## src/rtl/debouncer_multi.sv

```systemverilog
// Multi-channel input debouncer.
// Each channel synchronises its raw input and filters it either by locking
// out further changes for CLK_WAIT cycles after following an edge (MODE=0),
// or by accepting a change only after it has held for CLK_WAIT+1 samples
// (MODE=1). Level, rise/fall strobes and busy flags are provided per channel.
module debouncer_multi #(
    parameter int CHANNELS    = 4,
    parameter int CLK_WAIT    = 2500000,
    parameter int MODE        = 0,
    parameter int SYNC_STAGES = 2,
    parameter bit INIT_LEVEL  = 1'b0
) (
    input  logic                i_clk,
    input  logic                i_rst_n,
    input  logic [CHANNELS-1:0] i_raw,
    output logic [CHANNELS-1:0] o_level,
    output logic [CHANNELS-1:0] o_rise,
    output logic [CHANNELS-1:0] o_fall,
    output logic                o_any_change,
    output logic [CHANNELS-1:0] o_busy
);

    localparam int              CNT_W    = $clog2(CLK_WAIT + 1);
    localparam logic [CNT_W-1:0] CNT_LAST = CNT_W'(CLK_WAIT - 1);

    typedef enum logic [1:0] {
        IDLE,
        LOCK,
        QUAL
    } state_t;

    logic [CHANNELS-1:0] rise_d;
    logic [CHANNELS-1:0] fall_d;

    for (genvar k = 0; k < CHANNELS; k++) begin : g_ch
        logic [SYNC_STAGES-1:0] sync_q;
        logic                   s;
        state_t                 state_q, state_d;
        logic [CNT_W-1:0]       cnt_q, cnt_d;
        logic                   level_q, level_d;
        logic                   rise_c, fall_c, busy_c;

        assign s = sync_q[SYNC_STAGES-1];

        // Input synchroniser: shift the raw level towards the last stage.
        always_ff @(posedge i_clk) begin
            if (!i_rst_n) begin
                sync_q <= {SYNC_STAGES{INIT_LEVEL}};
            end else begin
                sync_q <= SYNC_STAGES'({sync_q, i_raw[k]});
            end
        end

        // State register: FSM state, hold counter and debounced level.
        always_ff @(posedge i_clk) begin
            if (!i_rst_n) begin
                state_q <= IDLE;
                cnt_q   <= '0;
                level_q <= INIT_LEVEL;
            end else begin
                state_q <= state_d;
                cnt_q   <= cnt_d;
                level_q <= level_d;
            end
        end

        // Next-state logic for both filtering modes.
        always_comb begin
            state_d = state_q;
            cnt_d   = cnt_q;
            level_d = level_q;
            case (state_q)
                IDLE: begin
                    if (s != level_q) begin
                        cnt_d = '0;
                        if (MODE == 0) begin
                            level_d = s;
                            state_d = LOCK;
                        end else begin
                            state_d = QUAL;
                        end
                    end
                end
                LOCK: begin
                    if (cnt_q == CNT_LAST) begin
                        state_d = IDLE;
                        cnt_d   = '0;
                    end else begin
                        cnt_d = cnt_q + CNT_W'(1);
                    end
                end
                QUAL: begin
                    if (s == level_q) begin
                        state_d = IDLE;
                        cnt_d   = '0;
                    end else if (cnt_q == CNT_LAST) begin
                        level_d = s;
                        state_d = IDLE;
                        cnt_d   = '0;
                    end else begin
                        cnt_d = cnt_q + CNT_W'(1);
                    end
                end
                default: begin
                    state_d = IDLE;
                    cnt_d   = '0;
                end
            endcase
        end

        // Output decode: edge of the level about to be registered, busy flag.
        always_comb begin
            rise_c = level_d & ~level_q;
            fall_c = ~level_d & level_q;
            busy_c = (state_q != IDLE);
        end

        assign rise_d[k]  = rise_c;
        assign fall_d[k]  = fall_c;
        assign o_level[k] = level_q;
        assign o_busy[k]  = busy_c;
    end

    // Strobe registers: aligned with the first cycle the new level is visible.
    always_ff @(posedge i_clk) begin
        if (!i_rst_n) begin
            o_rise       <= '0;
            o_fall       <= '0;
            o_any_change <= 1'b0;
        end else begin
            o_rise       <= rise_d;
            o_fall       <= fall_d;
            o_any_change <= |(rise_d | fall_d);
        end
    end

endmodule

```

## config.mk

```make
export PLATFORM = sky130hd
export DESIGN_NAME = debouncer_multi
export DESIGN_NICKNAME = d
export VERILOG_FILES = /design/src/rtl/debouncer_multi.sv
export SDC_FILE = /design/constraint.sdc
export NUM_CORES = 1
export LEC_CHECK = 0
export CORE_MARGIN = 1.5
export CORE_UTILIZATION = 35
export CTS_CLUSTER_SIZE = 10
export DETAILED_ROUTE_END_ITERATION = 7
export HOLD_SLACK_MARGIN = 0.06
export SYNTH_ARGS = -nofsm -noshare
export SYNTH_HDL_FRONTEND = slang
export SYNTH_SLANG_ARGS = --single-unit
```

## constraint.sdc

```tcl
create_clock -name i_clk -period 2.25 [get_ports i_clk]
set_input_delay 0.3375 -clock i_clk [delete_from_list [all_inputs] [get_ports i_clk]]
set_output_delay 0.3375 -clock i_clk [all_outputs]
set_load 0.005 [all_outputs]
```

# [Word-level counts from Yosys, hierarchy flattened]
# Cells that the tools add are included.
[totals] regBits=117 elab_cells=121 output_inout_bits=17
[classes] eq_ne=24 reduce_logical=9 n_addsub=4 n_bitwise=17 n_mux=48
[ops] op="22-bit 2-to-1 mux" n=12
[ops] op="22-bit case mux with 3 select lines" n=4
[ops] op="22-bit by 1-bit adder with 22-bit output (second input constant)" n=4
[ops] op="22-bit == test (second input constant)" n=4
[ops] op="2-bit 2-to-1 mux" n=12
[ops] op="2-bit case mux with 3 select lines" n=4
[ops] op="1-bit 2-to-1 mux" n=12
[ops] op="1-bit bitwise AND" n=8
[ops] op="2-bit by 1-bit == test with 1-bit output (second input constant)" n=4
[ops] op="2-bit == test (second input constant)" n=4
[ops] op="2-bit zero test" n=4
[ops] op="2-bit != test (second input constant)" n=4
[ops] op="1-bit inverter" n=8
[ops] op="1-bit case mux with 2 select lines" n=4
[ops] op="2-bit nonzero test" n=4
[ops] op="1-bit == test" n=4
[ops] op="1-bit != test" n=4
[ops] op="4-bit bitwise OR" n=1
[ops] op="4-bit OR reduction" n=1

# [Longest topological paths before layout]
[depth] ltp_word=8 depth_mapped=9

# [Least setup slack after synthesis]
# OpenSTA, ideal clock, no wires.
[synth_timing] path_kind="register to register" start="register g_ch[1].cnt_q[9]" end="register o_any_change" path_buffers=0 setup_ns=0.081 arrival_time_ns=2.068 path_stages_with_launch=8 path_slack_ns=0.102 cell_sequence="dfxtp_1 -> or4_4 -> nor4_4 -> and3_2 -> a21o_1 -> nand3_1 -> ha_1 -> a41oi_1"
[synth_via] elab_chain_len=8 word_cells_on_any_way=9 classes_between="1 x eq/ne; 3 x mux; 4 x bitwise; 1 x reduce/logical"
[synth_rtl] item="start, declared" line_no="39" rtl="logic [CNT_W-1:0] cnt_q, cnt_d;"
[synth_rtl] item="start signal, assigned" line_no="62" rtl="cnt_q <= cnt_d;"
[synth_rtl] item="22-bit == test *" line_no="96" rtl="end else if (cnt_q == CNT_LAST) begin"
[synth_rtl] item="1-bit 2-to-1 mux *" line_no="96"
[synth_rtl] item="1-bit 2-to-1 mux *" line_no="93" rtl="if (s == level_q) begin"
[synth_rtl] item="1-bit case mux with 2 select lines *" line_no="72" rtl="case (state_q)"
[synth_rtl] item="via g_ch[1].level_d" line_no="40" rtl="logic level_q, level_d;"
[synth_rtl] item="1-bit inverter" line_no="114" rtl="fall_c = ~level_d & level_q;"
[synth_rtl] item="1-bit bitwise AND" line_no="114"
[synth_rtl] item="4-bit bitwise OR *" line_no="133" rtl="o_any_change <= |(rise_d | fall_d);"
[synth_rtl] item="4-bit OR reduction *" line_no="133"
[synth_rtl] item="end signal, assigned" line_no="133"
[synth_rtl] item="end, declared" line_no="19" rtl="output logic o_any_change,"
# The timed path passes the listed nets; every way through them passes the cells marked *.
# A chain may end at the register's enable or synchronous reset.

# [Worst setup path after layout]
[layout_timing] start="register g_ch[1].state_q[0]" end="output o_busy[1]"
[layout_via] elab_chain_len=1
[layout_rtl] item="start, declared" line_no="38" rtl="state_t state_q, state_d;"
[layout_rtl] item="start signal, assigned" line_no="61" rtl="state_q <= state_d;"
[layout_rtl] item="2-bit nonzero test" line_no="115" rtl="busy_c = (state_q != IDLE);"
[layout_rtl] item="end, declared" line_no="20" rtl="output logic [CHANNELS-1:0] o_busy"
# No other way between the ends.

==> impl_metrics.yaml <==
critical_path:
  startpoint_type: "flop"
  crit_fanout: 5
  cp.required_ns: 1.91
  crit_slowest_cell: "clkdlybuf4s50_1"
  worstSetupPathType: "reg -> out"
  slowest_delay_ns: 0.52
  cp.arrival_ns: 1.82
  worst-path-buf-inv: 3
  critPathCaptureType: "primary output"
  crit_family: "buffers and inverters"
  crit_chain: "inv_1, ha_1, inv_1, clkdlybuf4s50_1"
  cp_common_cell: "inv_1"
timing:
  fin_ws_ns: 0.0931
  hold_viol: 0
  slew_violations: 0
  timing.fmax_ghz: 0.464
  post-route-period-util: 0.959
  tightest_slew_ns: 0.518
  slew_headroom: 0.654
  skew_ns: 0.00504
  setup_viol: 0
  period_needed_ns: 2.16
clock_tree:
  cts_hold_buf: 0
  clock_latency_ns: 0.42
  cts_buffers: 17
  cts_tree: "built"
  h-tree-depth: 4
  numClockSinks: 117
  cts_root_buf: "clkbuf_16"
  clk_pin_slew_ns: 0.05
  clockBufferDepth: 2
yosys:
  synth-main-ff-cell: "dfxtp_1"
  syn-num-nets: 738
  synth_cell_types: 61
  async_flop_share: 0
  synth-edff-count: 0
  ys_warn_count: 0
  syn_avg_cell_area_um2: 8.71
  synth_top_area_share: 0.386
  syn_inst: 696
  syn_area_um2: 6060
  synth_area_leaders: "dfxtp_1, ha_1, nor2_1"
  ys_seq_area_frac: 0.386
  yosysTopAreaCell: "dfxtp_1"
  ys_seq_elements: 117
routing:
  drc: 0
  via_per_inst: 4.98
  wl_per_cell_um: 13.0
  dr_total_vias: 4958
  drt_pass1_iterations: 4
  drt_iter0_drc: 262
  totalWireLength_um: 12900
  antenna_left: 0
floorplan:
  initial_core_util: 0.362
  pin_count: 23
  core-area_um2: 16800
  rows: 47
  die_y_um: 135
  die_area_um2: 18100
  dieWidth_um: 135
min_path:
  hp-class: "reg -> reg"
placed_design:
  globalplace.congestion: 0.826
  post-dp-hpwl_um: 9030
  dp_slack_ns: 0.0552
  postPlaceCellArea_um2: 6830
  placedCellCount: 965
  placement.io_buffers: 22
global_routing:
  gr-usage-met3: 0.0387
  grtUsageMet2: 0.244
  antenna_found_initial: 0
  grt_pass1_wl_um: 22300
  grt_max_degree: 31
  grt_overflow: 0
  busiest_layer: "met2"
  use_met1: 0.199
  grt_use_total: 0.153
  grt_pass1_vias: 4671
power_and_ir_drop:
  power.density_nw_per_um2: 691
  power_mw: 5.14
  ir_drop_mv: 0.518
  p_leak_nw: 2.71
flow_run:
  cap_violations: 0
final_layout:
  fill_cells: 1635
  synthToLayoutAreaGrowth_pct: 22.5
  layout.nets: 806
  fin_area_um2: 7430
  final_cells: 996
  drive_gt1_frac: 0.152
  n_antenna_cell: 0
outcome:
  outcome: "completed"
## layout make-up
cell class,count,area [um^2],area share
clock buffer,22,474,0.0638
sequential,117,2340,0.315
timing repair buffer,78,641,0.0862
clock inverter,9,103,0.0138
multi-input combinational,526,3500,0.472
inverter,24,90.1,0.0121
tap,220,275,0.0370
## cell usage in the layout (no fill, tap or decap), drive strengths merged, types with 6 or more instances in the layout
cell,synthesis,final
dfxtp,117,117
or3,9,9
nand4,38,38
clkbuf,10,22
nor3,15,15
a31oi,12,12
and2,21,21
xor2,36,36
buf,19,56
xnor2,29,29
nand3,35,35
mux2i,6,6
and4,6,6
inv,23,23
and3,12,12
nor4b,9,9
nor2,94,94
clkdlybuf4s50,0,22
ha,36,36
a21oi,14,14
o21ai,24,24
nand2,56,56
nor4,22,22
nor2b,8,8
## sequential cells by signal, summed over array words and instances (netlist names)
signal / count
g_ch.cnt_q: 88
g_ch.state_q: 8
o_any_change: 1
o_fall: 4
o_rise: 4
g_ch.sync_q: 8
g_ch.level_q: 4
## worst paths after layout
kind         cells after the start  slack, ns                from                end
max                              4       0.09  g_ch[1].state_q[0]          o_busy[1]
min                              1       0.43   g_ch[1].sync_q[0]  g_ch[1].sync_q[1]
max reg2reg                      8       0.12    g_ch[2].cnt_q[1]       o_any_change
min reg2reg                      1       0.43   g_ch[1].sync_q[0]  g_ch[1].sync_q[1]
## metal layers
layer	vias to the layer above	wire length, um
li1	2594	-
met1	2306	6450
met2	44	5940
met3	14	357
met4	0	161
met5	-	0
## Yosys cell counts (all sizes together) (5+ instances only)
cell type / count
nor2b: 8
xnor2: 29
o31a: 5
and2: 21
and4: 6
clkbuf: 10
nor3: 15
and3: 12
nor4b: 9
nor4: 22
xor2: 36
a31oi: 12
buf: 19
ha: 36
o21ai: 24
nand4: 38
nor2: 94
or4: 5
or3: 9
a21oi: 14
nand3: 35
dfxtp: 117
nor3b: 5
mux2i: 6
inv: 23
nand2: 56
## where the power goes
part	switching (mW)	internal (mW)	leakage, nW
Combinational	0.207	0.153	1.49
Clock	0.950	1.70	0.278
Sequential	0.0210	2.11	0.946
Total	1.18	3.96	2.71
## stage by stage
stage	util	hold WS [ns]	setup TNS [ns]
global route	0.443	0.440	-0.0110
detailed placement	0.407	0.418	0
global placement	0.407	0.414	0
CTS	0.442	0.432	0
floorplan	-	0.412	0
finish	0.443	0.431	0
## cell families (layout without fill, tap and decap cells)
family | after synthesis | count (layout) | share of synthesized area
compound gates | 74 | 74 | 0.0803
simple gates | 345 | 345 | 0.315
xor+xnor | 65 | 65 | 0.0939
buf+inv | 53 | 133 | 0.0404
fa+ha+maj | 36 | 36 | 0.0743
mux | 6 | 6 | 0.00990
flops | 117 | 117 | 0.386
## what timing repair did
| item | 4_1_cts | 5_1_grt |
|---|---|---|
| setup buffers | 0 | 0 |
| gates resized for setup | 0 | 7 |
| endpoints found under the setup margin | 0 | 3 |
(Power assumes the default switching activity.)
